### config.mk
export PLATFORM = sky130hd
export DESIGN_NAME = instr_issuer
export DESIGN_NICKNAME = d
export VERILOG_FILES = /design/src/rtl/instr_issuer_pkg.sv /design/src/rtl/instr_issuer_prog_mem.sv /design/src/rtl/instr_issuer.sv
export SDC_FILE = /design/constraint.sdc
export NUM_CORES = 1
export LEC_CHECK = 0
export ABC_CLOCK_PERIOD_IN_PS = 6430
export CORE_MARGIN = 3
export CORE_UTILIZATION = 30
export CTS_BUF_LIST = sky130_fd_sc_hd__clkbuf_16
export DETAILED_ROUTE_END_ITERATION = 8
export PLACE_DENSITY = 0.53
export SYNTH_ARGS = -nofsm -noshare
export SYNTH_HDL_FRONTEND = slang
export SYNTH_SLANG_ARGS = --single-unit
export TNS_END_PERCENT = 20
### constraint.sdc
create_clock -name ck -period 6.43 [get_ports ck]
set_input_delay 0.643 -clock ck [delete_from_list [all_inputs] [get_ports ck]]
set_output_delay 0.643 -clock ck [all_outputs]
set_load 0.01 [all_outputs]
### src/rtl/instr_issuer_pkg.sv
// Shared definitions for the instruction issuer: instruction field layout,
// the HALT encoding and the sequencer state encoding.
package instr_issuer_pkg;

  localparam int WSEL_W = 2;
  localparam int RSEL_W = 2;
  localparam int DATA_W = 8;
  localparam int OP_W   = 1;

  // Field order, MSB first: {wsel, rsel, data, op}.
  typedef struct packed {
    logic [WSEL_W-1:0] wsel;
    logic [RSEL_W-1:0] rsel;
    logic [DATA_W-1:0] data;
    logic [OP_W-1:0]   op;
  } instr_t;

  localparam int INSTR_W  = $bits(instr_t);
  localparam int WSEL_LSB = INSTR_W - WSEL_W;

  // A wsel of all ones stops the run instead of writing back.
  localparam logic [WSEL_W-1:0] HALT_WSEL = 2'b11;

  typedef enum logic [2:0] {
    ST_IDLE,
    ST_SETUP,
    ST_STROBE,
    ST_HOLD,
    ST_DONE
  } state_t;

endpackage

### src/rtl/instr_issuer_prog_mem.sv
// Program store: synchronous write, asynchronous read. Not reset, so a
// program survives a reset of the sequencer.
module prog_mem #(
  parameter  int DEPTH = 16,
  parameter  int IW    = 13,
  localparam int AW    = $clog2(DEPTH)
) (
  input  logic          i_ck,
  input  logic          i_we,
  input  logic [AW-1:0] i_waddr,
  input  logic [IW-1:0] i_wdata,
  input  logic [AW-1:0] i_raddr,
  output logic [IW-1:0] o_rdata
);

  logic [IW-1:0] r_mem [DEPTH];

  // Write port; gating against running programs is done by the caller.
  always_ff @(posedge i_ck) begin
    if (i_we) r_mem[i_waddr] <= i_wdata;
  end

  assign o_rdata = r_mem[i_raddr];

endmodule

### src/rtl/instr_issuer.sv
// Instruction issuer: steps through program memory from entry 0 to a latched
// last index, presenting each word for three cycles (setup, write strobe,
// hold) to the register/ALU datapath. HALT words and abort end runs early.
module instr_issuer
  import instr_issuer_pkg::*;
#(
  parameter  int DEPTH = 16,
  parameter  int IW    = 13,
  localparam int AW    = $clog2(DEPTH)
) (
  input  logic          ck,
  input  logic          clr_n,
  input  logic          prog_we,
  input  logic [AW-1:0] prog_addr,
  input  logic [IW-1:0] prog_data,
  input  logic [AW-1:0] last,
  input  logic          start,
  input  logic          abort,
  output logic [IW-1:0] instr,
  output logic          sel_en,
  output logic          alu_en,
  output logic          wr_stb,
  output logic [AW-1:0] pc,
  output logic          busy,
  output logic          done
);

  state_t        r_state;
  logic          r_start_q;
  logic [AW-1:0] r_last_q;
  logic [AW-1:0] r_pc;
  logic [IW-1:0] r_instr;
  logic          r_sel_en;
  logic          r_alu_en;
  logic          r_wr_stb;
  logic          r_busy;
  logic          r_done;

  logic          w_start_rise;
  logic          w_mem_we;
  logic [AW-1:0] w_pc_inc;
  logic [AW-1:0] w_rd_addr;
  logic [IW-1:0] w_rd_data;
  logic          w_halt;

  assign w_start_rise = start & ~r_start_q;
  // Program may only change while nothing is being issued.
  assign w_mem_we     = prog_we & ((r_state == ST_IDLE) | (r_state == ST_DONE));
  assign w_pc_inc     = r_pc + AW'(1);
  // instr is loaded on entry to SETUP: entry 0 from IDLE, pc+1 from HOLD.
  assign w_rd_addr    = (r_state == ST_HOLD) ? w_pc_inc : '0;
  // r_instr holds mem[pc] throughout SETUP, so it is the word to test.
  assign w_halt       = (r_instr[WSEL_LSB +: WSEL_W] == HALT_WSEL);

  prog_mem #(.DEPTH(DEPTH), .IW(IW)) u_mem (
    .i_ck    (ck),
    .i_we    (w_mem_we),
    .i_waddr (prog_addr),
    .i_wdata (prog_data),
    .i_raddr (w_rd_addr),
    .o_rdata (w_rd_data)
  );

  // Previous start level, for rising-edge detection.
  always_ff @(posedge ck) begin
    if (!clr_n) r_start_q <= 1'b0;
    else        r_start_q <= start;
  end

  // Sequencer: state, pc and all outputs registered together so outputs
  // always describe the current state.
  always_ff @(posedge ck) begin
    if (!clr_n) begin
      r_state  <= ST_IDLE;
      r_last_q <= '0;
      r_pc     <= '0;
      r_instr  <= '0;
      r_sel_en <= 1'b0;
      r_alu_en <= 1'b0;
      r_wr_stb <= 1'b0;
      r_busy   <= 1'b0;
      r_done   <= 1'b0;
    end else begin
      r_wr_stb <= 1'b0;
      if (abort && r_busy) begin
        // Abort wins over HALT and last checks; a strobe already showing
        // this cycle has completed, nothing new is started.
        r_state  <= ST_IDLE;
        r_pc     <= '0;
        r_instr  <= '0;
        r_sel_en <= 1'b0;
        r_alu_en <= 1'b0;
        r_busy   <= 1'b0;
        r_done   <= 1'b0;
      end else begin
        unique case (r_state)
          ST_IDLE: begin
            if (w_start_rise && !prog_we) begin
              r_state  <= ST_SETUP;
              r_pc     <= '0;
              r_last_q <= last;
              r_instr  <= w_rd_data;
              r_sel_en <= 1'b1;
              r_alu_en <= 1'b1;
              r_busy   <= 1'b1;
            end
          end
          ST_SETUP: begin
            if (w_halt) begin
              r_state  <= ST_DONE;
              r_sel_en <= 1'b0;
              r_alu_en <= 1'b0;
              r_busy   <= 1'b0;
              r_done   <= 1'b1;
            end else begin
              r_state  <= ST_STROBE;
              r_wr_stb <= 1'b1;
            end
          end
          ST_STROBE: r_state <= ST_HOLD;
          ST_HOLD: begin
            if (r_pc == r_last_q) begin
              r_state  <= ST_DONE;
              r_sel_en <= 1'b0;
              r_alu_en <= 1'b0;
              r_busy   <= 1'b0;
              r_done   <= 1'b1;
            end else begin
              r_state  <= ST_SETUP;
              r_pc     <= w_pc_inc;
              r_instr  <= w_rd_data;
            end
          end
          ST_DONE: begin
            if (!start) begin
              r_state <= ST_IDLE;
              r_done  <= 1'b0;
            end
          end
          default: r_state <= ST_IDLE;
        endcase
      end
    end
  end

  assign instr  = r_instr;
  assign sel_en = r_sel_en;
  assign alu_en = r_alu_en;
  assign wr_stb = r_wr_stb;
  assign pc     = r_pc;
  assign busy   = r_busy;
  assign done   = r_done;

endmodule

# Word level (Yosys, flattened, before mapping)
# Memories as Yosys holds them, arrays and structs flattened.
# Index checks and enable logic that the tools add are counted.
dict set report word_totals {
  regBits 28
  mem_bits_rw 208
  in_bits 26
  output_inout_bits 22
  elab_cells 65
  mem_count 1
}
dict set report op_classes {
  addsub 1
  eq_ne 11
  muxes 23
  bitwise_logic 7
  n_reduce_logical 14
}
# name depth word_bits rd rd_ports_with_merged_regs write_ports line
set mem_list {}
lappend mem_list {u_mem.r_mem 16 13 1 0 1 instr_issuer_prog_mem.sv:16} ;# logic [IW-1:0] r_mem [DEPTH];
# op n
set ops {}
lappend ops {{two-way mux 13 bit} 2}
lappend ops {{case mux 13 bit (2 select lines)} 1}
lappend ops {{case mux 3 bit (5 select lines)} 1}
lappend ops {{two-way mux 3 bit} 4}
lappend ops {{two-way mux 4 bit} 3}
lappend ops {{two-way mux 1 bit} 9}
lappend ops {{case mux 4 bit (2 select lines)} 1}
lappend ops {{AND reduction 4 bit} 2}
lappend ops {{equality test 3 x 2 -> 1 bit, second input constant} 2}
lappend ops {{inequality test 2 bit, second input constant} 3}
lappend ops {{case mux 1 bit (3 select lines)} 2}
lappend ops {{AND reduction 3 bit} 2}
lappend ops {{nonzero test 3 bit} 2}
lappend ops {{adder 4 x 1 -> 4 bit, second input constant} 1}
lappend ops {{equality test 4 bit} 1}
lappend ops {{inequality test 2 x 1 -> 1 bit, second input constant} 2}
lappend ops {{NOT 1 bit} 4}
lappend ops {{equality test 3 x 1 -> 1 bit, second input constant} 1}
lappend ops {{equality test 3 bit, second input constant} 1}
lappend ops {{logical NOT 3 bit} 1}
lappend ops {{OR reduction 3 bit} 1}
lappend ops {{bitwise AND 1 bit} 2}
lappend ops {{equality test 2 bit, second input constant} 1}
lappend ops {{logical AND 1 bit} 2}
lappend ops {{5 further kinds} 5}

# Longest topological paths before layout
dict set report depth {
  ltp_word 5
  depth_mapped 9
}

# Hierarchy
# Synthesis repeated with hierarchy kept, for this count alone.
dict set report unflattened {
  hier_cells 458
  area_unflattened_um2 9192.6
}
# module instances cells_per_inst area_per_inst_um2 seq_area_each_um2
set modules_own_cells {}
lappend modules_own_cells {prog_mem 1 342 7982.7 6246.0}
lappend modules_own_cells {instr_issuer 1 116 1209.9 560.5}

# Worst setup path after synthesis
# Ideal clock, no wire load.
dict set report synth_path {
  kind {reg2reg}
  startpoint {register r_state[1]}
  endpoint {memory u_mem.r_mem[0][0], enable pin}
  t_arrival_ns 2.056
  setup_slack_ns 3.974
  stages_incl_launch_ff 6
  period_less_slack_ns 2.456
  cell_sequence {dfxtp_1 -> buf_2 -> nor2_1 -> nand2_1 -> or3_1 -> nor3_1}
}
dict set report synth_via {
  elab_chain_len 5
}
# item line
set synth_rtl {}
lappend synth_rtl {{start, declared} instr_issuer.sv:28} ;# state_t r_state;
lappend synth_rtl {{start signal, assigned} instr_issuer.sv:74} ;# r_state <= ST_IDLE;
lappend synth_rtl {{start signal, assigned} instr_issuer.sv:88} ;# r_state <= ST_IDLE;
lappend synth_rtl {{start signal, assigned} instr_issuer.sv:99} ;# r_state <= ST_SETUP;
lappend synth_rtl {{equality test 3 bit or logical NOT 3 bit (tied branches)} instr_issuer.sv:48} ;# assign w_mem_we = prog_we & ((r_state == ST_IDLE) | (r_state == ST_DONE));
lappend synth_rtl {{OR 1 bit (*)} instr_issuer.sv:48}
lappend synth_rtl {{bitwise AND 1 bit (*)} instr_issuer.sv:48}
lappend synth_rtl {{two-way mux 1 bit (*)} instr_issuer_prog_mem.sv:20} ;# if (i_we) r_mem[i_waddr] <= i_wdata;
lappend synth_rtl {{two-way mux 1 bit (not written as such) (*)} instr_issuer_prog_mem.sv:20}
lappend synth_rtl {{end, declared} instr_issuer_prog_mem.sv:16}
# Mark *: on every way between the ends. The rest lies on a longest branch, timed or not.

# Final worst setup path
dict set report layout_path {
  startpoint {register r_state[1]}
  endpoint {register r_instr[6], in the netlist instr[6]}
}
dict set report layout_via {
  elab_chain_len 5
}
# item line
set layout_rtl {}
lappend layout_rtl {{equality test 3 x 2 -> 1 bit} {instr_issuer.sv:51, instr_issuer.sv:96}}
lappend layout_rtl {{two-way mux 4 bit} instr_issuer.sv:51} ;# assign w_rd_addr = (r_state == ST_HOLD) ? w_pc_inc : '0;
lappend layout_rtl {{memory read (16 x 13 bit)} --}
lappend layout_rtl {{two-way mux 13 bit (on tied branches)} {instr_issuer.sv:122, instr_issuer.sv:98}}
lappend layout_rtl {{case mux 13 bit (2 select lines)} instr_issuer.sv:96} ;# unique case (r_state)
lappend layout_rtl {{end signal, assigned} instr_issuer.sv:102} ;# r_instr <= w_rd_data;
lappend layout_rtl {{end signal, assigned} instr_issuer.sv:131} ;# r_instr <= w_rd_data;
lappend layout_rtl {{end, declared} instr_issuer.sv:32} ;# logic [IW-1:0] r_instr;
# Several ways; a longest one is shown, not always the timed one. The select of a mux whose other input is x is not followed.
# A chain may end at the register's enable or synchronous reset.

==> results by group <==
Global route
  • First-pass GRT wire length: around 37000 um
  • Total Routing Usage GR: 14.3%
  • Number of global-route vias before repair: 5810
  • Antenna violations before repair: 0
  • Largest net degree at the start of global routing: 70
  • Gr ovfl total: 0

Die
  • Die ar.: 34100 um^2
  • Die height: about 180 um
  • I/O pin cnt: 48
  • CORE AREA: 31000 um^2
  • Std-Cell Rows: 64
  • Die width: 185 um
  • Starting density of the core: 30.9%

Logic synthesis
  • Seq cells post-synth: between 200 and 250
  • Fraction of the mapped netlist area in simple logic gates: a little under an eighth
  • Avg Cell Area, Syn: between 10 and 15 um^2
  • YS warnings: 0
  • Unique cell type count in the Yosys netlist: 53
  • Post-synthesis mux area share: 0.981%
  • XOR/XNOR share of the synthesized area: 0.733%
  • Post-synthesis adder-cell area fraction: less than 1%
  • Syn_nets: 740
  • Compound-Gate Fraction of Synth Area: 12.1%
  • Top post-synthesis cells by area: edfxtp_1 65%, dfxtp_1 5.9%, nand2_1 4.3%
  • Syn Inst Count: 713
  • Largest family of logic cells by synthesized area: compound AO/OA/AOI/OAI gates
  • Ys flop type: edfxtp_1
  • Cell Area, Synth: 9560 um^2
  • Async S/R FF share, synth: 0%
  • Post-synth top area share: 65.3%
  • Sequential area share after synthesis: a little under three quarters
  • Area leader, netlist: edfxtp_1
  • Number of synthesized flops with an enable pin: around 210

Clocking
  • CTS clk-pin slew, worst paths: 60 ps
  • Clk Latency, worst-skew pair: around 520 ps
  • Hold Buf Count CTS: 0
  • CTS resizes: 0
  • CTS tree: done
  • Max H-tree Level: 1
  • TritonCTS buffer count: 26
  • Clock root cell: clkbuf_16
  • CTS max path bufs: 3
  • Sink Count: 236
  • Setup Fix Bufs, Post-CTS: 0

Route
  • DR vias: 5974
  • DRC Markers: 0
  • Initial DRC count: 462
  • Vias per inst: 5.10
  • Post-route ant nets: 0
  • Post-DR wirelength/cell: between 20 and 25 um
  • DR pass1 iterations: 5
  • Final WL: approximately 25000 um

STA
  • Layout Skew: ~12 ps
  • Min Tclk post-route: 3150 ps
  • Final setup fails: 0
  • Final-report hold violation count: 0
  • Fin crit share: between 40 and 50%
  • Fin. max-slew vios: 0
  • Setup TNS: 0 ps
  • RSZ-0062 raised after global routing: no
  • Max Freq: 317 MHz
  • Fin worst setup slack: 3280 ps
  • Slew headroom: 16.3%
  • Worst Tran Pin Value: roughly 1300 ps

Final layout
  • Nets: about 800
  • Design area: 11300 um^2
  • Share of post-route cells with drive strength above 1: between 10% and 20%
  • Fill cell count: ~2900
  • ANT cells: 0
  • Area growth syn-to-layout: 17.9%

Setup path
  • Critical path arrival: 3590 ps
  • Largest stage delay on the critical path: around 800 ps
  • Crit end category: flip-flop
  • WP buf/inv: 0
  • CP delay by family, top: simple AND/OR/NAND/NOR gates
  • Sequence of cells on the critical path: and3b_1 > nand2_1 > o311ai_0 > o32ai_1 > o31ai_2
  • Crit Path Category: flip-flop to flip-flop
  • CP max FO: 26
  • WP data required: a little under 7000 ps
  • Crit path max-delay cell type: nand2_1
  • Worst setup SP type: flip-flop

Placed design
  • GP Congestion: 0.771
  • I/O Buffers: 47
  • HPWL after DPL: 15200 um
  • Dpl ws: 3230 ps
  • Placed standard-cell area: 10400 um^2

Flow run
  • Max Cap Viol: 0

Hold path
  • Worst hold path type: flip-flop to flip-flop

Pwr
  • Peak VDD IR: 195 uV
  • P_leak: 3.58 nW
  • Total power draw: 3.27 mW
  • Power density cells: 290 nW/um^2

Status
  • Status: finished, final reports clean
## routing by layer
metal | global-route usage [%] | share of wire [%] | vias up
met5 | 0 | 0 | -
met3 | 1.91 | 4.3 | 24
met4 | 3.54 | 1.9 | 0
met2 | 25.2 | 50 | 135
li1 | - | - | 2817
met1 | 18.7 | 44 | 2998
## cells in the final DEF, fill, tap and decap left out, drive strengths merged, types with 2 or more instances in the layout
cell type,Yosys,layout
a2111oi,2,2
a211oi,49,49
a21oi,9,9
a2bb2oi,11,11
a311oi,12,12
a31oi,11,11
and2,3,3
buf,31,19
bufinv,0,2
clkbuf,21,27
clkdlybuf4s50,0,47
clkinv,0,13
dfxtp,28,28
edfxtp,208,208
inv,3,8
mux2,3,3
mux2i,6,6
nand2,110,110
nand2b,5,5
nand3,28,28
nand3b,2,2
nand4,3,3
nand4b,2,2
nor2,47,47
nor2b,30,30
nor3,12,12
o2111ai,11,11
o21ai,15,15
o22ai,24,24
o2bb2ai,2,2
o311ai,2,2
o32ai,2,2
xnor2,6,6
xor2,2,2
## worst paths after layout
| kind | startpoint | end | slack, ps | depth (start not counted) |
|---|---|---|---|---|
| max | r_state[1]$_SDFFE_PP0P_ | instr[6]$_SDFFE_PP0P_ | 3280 | 5 |
| min | instr[6]$_SDFFE_PP0P_ | instr[6]$_SDFFE_PP0P_ | 520 | 2 |
| min reg2reg | instr[6]$_SDFFE_PP0P_ | instr[6]$_SDFFE_PP0P_ | 520 | 2 |
| max reg2reg | r_state[1]$_SDFFE_PP0P_ | instr[6]$_SDFFE_PP0P_ | 3280 | 5 |
## worst reg2reg max path, stage by stage (launching register included)
cell and delay, ps:
dfxtp_1 570, and3b_1 780, nand2_1 810, o311ai_0 550, o32ai_1 170, o31ai_2 190
## power breakdown
group | switching, mW | leakage [nW] | total [mW] | internal (mW)
Combinational | 0.0901 | 1.05 | 0.143 | 0.0525
Sequential | 0.0172 | 2.11 | 1.71 | 1.70
Clock | 0.584 | 0.420 | 1.42 | 0.835
## cell usage after synthesis, drive strengths merged (2+ instances only)
| library cell | number |
|---|---|
| mux2i | 6 |
| nand4b | 2 |
| edfxtp | 208 |
| inv | 3 |
| o21ai | 15 |
| nor3 | 12 |
| o32ai | 2 |
| o311ai | 2 |
| a2111oi | 2 |
| o2bb2ai | 2 |
| xor2 | 2 |
| nor2 | 47 |
| clkbuf | 21 |
| buf | 31 |
| and2 | 3 |
| nor2b | 30 |
| nand2 | 110 |
| a2bb2oi | 11 |
| a31oi | 11 |
| nand3 | 28 |
| o2111ai | 11 |
| nand4 | 3 |
| a21oi | 9 |
| xnor2 | 6 |
| nand2b | 5 |
| o22ai | 24 |
| a211oi | 49 |
| mux2 | 3 |
| nand3b | 2 |
| dfxtp | 28 |
| a311oi | 12 |
## flip-flops by register name (all words and copies together), names as in the netlist
register	flops
busy	1
done	1
instr	13
pc	4
r_last_q	4
r_start_q	1
r_state	3
u_mem.r_mem	208
wr_stb	1
## through the flow
| step | utilization [%] | instances | hold WS [ps] |
|---|---|---|---|
| 5_1_grt | 36.4 | 1171 | 547 |
| 6_report | 36.4 | 1171 | 520 |
| 4_1_cts | 36.4 | 1170 | 517 |
| 3_3_place_gp | 33.7 | 1121 | 513 |
| 2_1_floorplan | - | 713 | 507 |
| 3_5_place_dp | 33.7 | 1122 | 508 |
## cell type report
cell class	instances	area (um^2)	share of cell area (%)
clock inverter	21	145	1.29
clock buffer	27	676	5.99
inverter	3	11.3	0.0999
timing repair buffer	66	617	5.47
sequential	236	6810	60.4
tap	396	495	4.39
multi-input combinational	422	2520	22.4
## logic make-up after synthesis
family                     after synthesis
buffers and inverters                   55
muxes                                    9
and+or+nand+nor                        248
DFF                                    236
AOI/OAI and AO/OA                      156
xor gates and xnor gates                 8
adders and majority gates                1
No activity file was read; power rests on OpenSTA's default activity.
